==> config.mk <==
export PLATFORM = sky130hd
export DESIGN_NAME = stack_ctrl
export DESIGN_NICKNAME = d
export VERILOG_FILES = /design/src/rtl/stack_ctrl.sv
export SDC_FILE = /design/constraint.sdc
export NUM_CORES = 1
export LEC_CHECK = 0
export ABC_AREA = 1
export CAP_MARGIN = 40
export CORE_ASPECT_RATIO = 2
export CORE_MARGIN = 1
export CORE_UTILIZATION = 24
export CTS_CLUSTER_SIZE = 40
export DETAILED_ROUTE_END_ITERATION = 6
export HOLD_SLACK_MARGIN = 0.06
export SLEW_MARGIN = 20
export SYNTH_ARGS = -nofsm -noshare
export SYNTH_HDL_FRONTEND = slang
export SYNTH_SLANG_ARGS = --single-unit
==> constraint.sdc <==
create_clock -name clk -period 1.85 [get_ports clk]
set_clock_uncertainty 0.2 [all_clocks]
set_input_delay 0.37 -clock clk [delete_from_list [all_inputs] [get_ports clk]]
set_output_delay 0.37 -clock clk [all_outputs]
set_load 0.01 [all_outputs]
==> src/rtl/stack_ctrl.sv <==
// LIFO stack controller: one request at a time, sequenced through a small FSM.
// Storage is a register array addressed by the stack pointer (sp == count).
module stack_ctrl #(
    parameter  int WIDTH = 8,
    parameter  int DEPTH = 8,
    localparam int PW    = $clog2(DEPTH)
) (
    input  logic             clk,
    input  logic             rst,
    input  logic             push,
    input  logic             pop,
    input  logic             tos,
    input  logic [WIDTH-1:0] din,
    output logic [WIDTH-1:0] dout,
    output logic             ready,
    output logic             done,
    output logic             err,
    output logic             full,
    output logic             empty,
    output logic             overflow,
    output logic             underflow,
    output logic [PW:0]      count
);

    typedef enum logic [2:0] {
        IDLE    = 3'd0,
        PUSH_WR = 3'd1,
        POP_RD  = 3'd2,
        TOS_RD  = 3'd3,
        DONE    = 3'd4,
        ERR     = 3'd5
    } state_t;

    localparam logic [PW:0] ONE      = (PW+1)'(1);
    localparam logic [PW:0] FULL_CNT = (PW+1)'(DEPTH);

    state_t           state_q, state_d;
    logic [PW:0]      sp_q, sp_d;
    logic [WIDTH-1:0] dout_q, dout_d;
    logic [WIDTH-1:0] hold_q, hold_d;
    logic             ovf_q, ovf_d;
    logic             udf_q, udf_d;
    logic [WIDTH-1:0] mem_q [DEPTH];

    logic [PW:0]      sp_m1;
    logic [PW-1:0]    top_idx;
    logic [PW-1:0]    wr_idx;

    assign sp_m1   = sp_q - ONE;
    assign top_idx = sp_m1[PW-1:0];
    assign wr_idx  = sp_q[PW-1:0];

    assign full      = (sp_q == FULL_CNT);
    assign empty     = (sp_q == '0);
    assign count     = sp_q;
    assign dout      = dout_q;
    assign overflow  = ovf_q;
    assign underflow = udf_q;
    assign ready     = (state_q == IDLE);
    assign done      = (state_q == DONE) || (state_q == ERR);
    assign err       = (state_q == ERR);

    always_comb begin
        state_d = state_q;
        sp_d    = sp_q;
        dout_d  = dout_q;
        hold_d  = hold_q;
        ovf_d   = ovf_q;
        udf_d   = udf_q;
        case (state_q)
            IDLE: begin
                // Priority push > pop > tos; the losers are simply dropped.
                if (push) begin
                    hold_d = din;
                    if (full) begin
                        state_d = ERR;
                        ovf_d   = 1'b1;
                    end else begin
                        state_d = PUSH_WR;
                    end
                end else if (pop || tos) begin
                    if (empty) begin
                        state_d = ERR;
                        udf_d   = 1'b1;
                    end else begin
                        state_d = pop ? POP_RD : TOS_RD;
                    end
                end
            end
            PUSH_WR: begin
                sp_d    = sp_q + ONE;
                state_d = DONE;
            end
            POP_RD: begin
                dout_d  = mem_q[top_idx];
                sp_d    = sp_m1;
                state_d = DONE;
            end
            TOS_RD: begin
                dout_d  = mem_q[top_idx];
                state_d = DONE;
            end
            DONE:    state_d = IDLE;
            ERR:     state_d = IDLE;
            default: state_d = IDLE;
        endcase
    end

    always_ff @(posedge clk) begin
        if (rst) begin
            state_q <= IDLE;
            sp_q    <= '0;
            dout_q  <= '0;
            hold_q  <= '0;
            ovf_q   <= 1'b0;
            udf_q   <= 1'b0;
        end else begin
            state_q <= state_d;
            sp_q    <= sp_d;
            dout_q  <= dout_d;
            hold_q  <= hold_d;
            ovf_q   <= ovf_d;
            udf_q   <= udf_d;
        end
    end

    // Storage is deliberately not reset; a write abandoned by reset is dropped.
    always_ff @(posedge clk) begin
        if (!rst && state_q == PUSH_WR) begin
            mem_q[wr_idx] <= hold_q;
        end
    end

endmodule

==> flow_summary.yaml <==
status:
  status: "finished, final reports clean"
setup_path:
  critPathMaxStageDelay_ns: 0.55
  required_ns: 1.28
  cp-end-kind: "output pin"
  critPathArrivalTime_ns: 1.26
  crit_family: "buffers and inverters"
  cp_cell_sequence: "clkdlybuf4s50_1"
  crit_path_top_delay_cell: "clkdlybuf4s50_1"
  criticalPathCategory: "reg2out"
  critPathLaunchType: "flop"
  cp_max_fo: 2
  rrSetupSlack_ns: 0.13
  r2r-start: "state_q[1]"
  r2r-end: "mem_q[3][5]"
  cp_num_buf_inv: 1
  worstRegToRegCells: 6
job:
  cap_violations: 0
global_route:
  antenna_found_initial: 0
  overflow: 0
  grt_pass1_wl_mm: 15.1
  grt_pass1_vias: 2995
  grt_max_degree: 36
  track_usage_pct: 12.0
timing:
  maxSlewHeadroom_pct: 70.0
  hold_viol: 0
  period_share_pct: 98.7
  drv_slew: 0
  worst_pin_slew_ns: 0.449
  setup_violations: 0
  max_freq_mhz: 548
  rsz0062_at_grt: "false"
  min_period_ns: 1.83
yosys:
  yosys_warnings: 0
  syn_area_per_cell_sq_um: 9.61
  syn_area_sq_um: 3870
  syn_nets: 419
  ys_ff_latch: 89
  synth_cell_types: 29
  synth-seq-area-share_pct: 62.6
  netlist_instances: 403
finish:
  drive_above_1_share_pct: 17.3
  diodes: 0
  design_area_sq_um: 4890
  regArea_sq_um: 2430
  fin_nets: 474
  fill_cells: 1645
  multi_input_area_sq_um: 1130
  syn_to_final_growth_pct: 26.2
floorplanning:
  placeableCoreArea_sq_um: 15800
  io-pin-count: 32
  rows: 65
  die_area_sq_um: 16700
  die_y_um: 182
  die_x_um: 91.8
  start_util_pct: 24.5
place:
  dpl_cell_area_sq_um: 4540
  dpl.hpwl_mm: 7.04
  finalWeightedCongestion: 0.848
  port-buffer-count: 31
clock_network:
  clk_path_buf_depth: 2
  numCtsBuffers: 9
  cts_sinks: 89
  tritoncts: "done"
  cts_max_level: 3
  clock_latency_ns: 0.34
  clk_pin_slew_ns: 0.06
  holdBufCountCts: 0
  ctsRootBufferMaster: "clkbuf_16"
hold_path:
  hold_depth: 2
  hold_path_class: "reg2reg"
  min_to: "overflow"
  min_from: "overflow"
pwr:
  power.density_nw_per_um2: 1590
  ir_drop_mv: 0.578
  leakagePower_nw: 2.05
  power_w: 0.00775
routing:
  wire_per_inst_um: 14.0
  drt_pass1_iterations: 4
  wirelength_mm: 9.27
  ant_nets: 0
  avgViaCountPerCell: 4.25
  drtIter0Drc: 147
  drcViolationCount: 0
  num_vias: 2824
## cell usage in the layout, fill, tap and decap left out, types with 2 or more instances in the layout
master           count
nor2_2               4
inv_1               57
clkdlybuf4s50_1     22
nor3_1               3
inv_6                3
nor3_2               2
inv_2                7
clkbuf_2             2
dfxtp_1             21
a21oi_1             11
buf_4               23
o21ai_0             11
ha_4                 2
nand3_2              2
nand2_2              5
edfxtp_1            64
dfxtp_2              3
nand3_1             54
nor2_1              33
clkinv_4             3
buf_2                2
clkbuf_16            9
dlygate4sd2_1        4
nand2_1             98
## power by group
part / switching [W] / leakage, nW / total (W) / internal [W]
combinational: 0.00195 / 1.11 / 0.00313 / 0.00118
sequential: 0.000299 / 0.794 / 0.00281 / 0.00251
clock: 0.000754 / 0.146 / 0.00181 / 0.00106
total: 0.00300 / 2.05 / 0.00775 / 0.00475
## cell families after synthesis
family | after synthesis | share of synthesized area, %
DFF | 89 | 62.6
and+or+nand+nor | 205 | 23.3
AOI/OAI and AO/OA | 25 | 3.56
adders and majority gates | 3 | 0.970
buffers and inverters | 80 | 9.37
xor gates and xnor gates | 1 | 0.226
## layout make-up
cell class | count | share of cell area (%)
sequential | 89 | 49.7
multi-input combinational | 234 | 23.1
timing repair buffer | 57 | 10.4
inverter | 67 | 5.40
tap | 201 | 5.15
clock buffer | 9 | 4.61
clock inverter | 7 | 1.59
## stage by stage
stage / worst slack [ns] / util, % / std cells / hold slack (ns) / setup TNS (ns)
finish: 0.0241 / 31.0 / 664 / 0.247 / 0
global route: 0.00245 / 31.0 / 664 / 0.266 / 0
CTS: 0.00767 / 30.8 / 663 / 0.249 / 0
detailed placement: -0.178 / 28.8 / 646 / 0.239 / -8.08
global placement: -0.207 / 28.8 / 646 / 0.241 / -9.38
floorplan: -0.117 / - / 403 / 0.239 / -1.87
## state kept, by name, summed over array words and instances, names as in the netlist
register,flops
count,4
dout,8
hold_q,8
mem_q,64
overflow,1
state_q,3
underflow,1
## metal layers
metal  global-route usage, %  part of all wire (%)  vias to the layer above
met1                    11.6                    34                     1304
li1                        -                     -                     1412
met5                       0                     0                        -
met4                    6.88                   4.2                        0
met3                    1.47                   4.2                       25
met2                    23.8                    57                       83
## cells in the mapped netlist
cell | n | area (sq um)
a211oi_2 | 1 | 12.5
a21oi_1 | 11 | 55.1
a21oi_2 | 1 | 8.76
a31oi_1 | 1 | 6.26
buf_1 | 1 | 3.75
buf_2 | 3 | 15.0
buf_4 | 3 | 22.5
buf_6 | 5 | 56.3
clkbuf_1 | 1 | 3.75
clkinv_4 | 1 | 8.76
dfxtp_1 | 25 | 500
edfxtp_1 | 64 | 1920
ha_1 | 3 | 37.5
inv_1 | 59 | 221
inv_2 | 6 | 22.5
inv_6 | 1 | 8.76
nand2_1 | 98 | 368
nand2_2 | 5 | 31.3
nand2_4 | 1 | 11.3
nand3_1 | 55 | 275
nand3_2 | 1 | 10.0
nand4_1 | 1 | 6.26
nor2_1 | 35 | 131
nor2_2 | 2 | 12.5
nor2_4 | 1 | 11.3
nor2_8 | 1 | 20.0
nor3_1 | 5 | 25.0
o21ai_0 | 11 | 55.1
xnor2_1 | 1 | 8.76
## worst max-delay path by stage
stage / startpoint / end / cells after the start
final: dout[4] / dout[4] / 1
after floorplan: count[0] / mem_q[3][0] / 4
after detailed placement: rst / mem_q[3][4] / 5
after global routing: dout[4] / dout[4] / 1
after global placement: rst / mem_q[3][6] / 5
after CTS: count[0] / dout[3] / 7
## what timing repair did
action | in CTS | in global routing
setup endpoints to repair | 8 | 50
pin swaps | 0 | 1
endpoints found under the hold margin | 0 | 0
resized for setup | 23 | 13
setup buffers | 1 | 1
(Power assumes the default switching activity.)
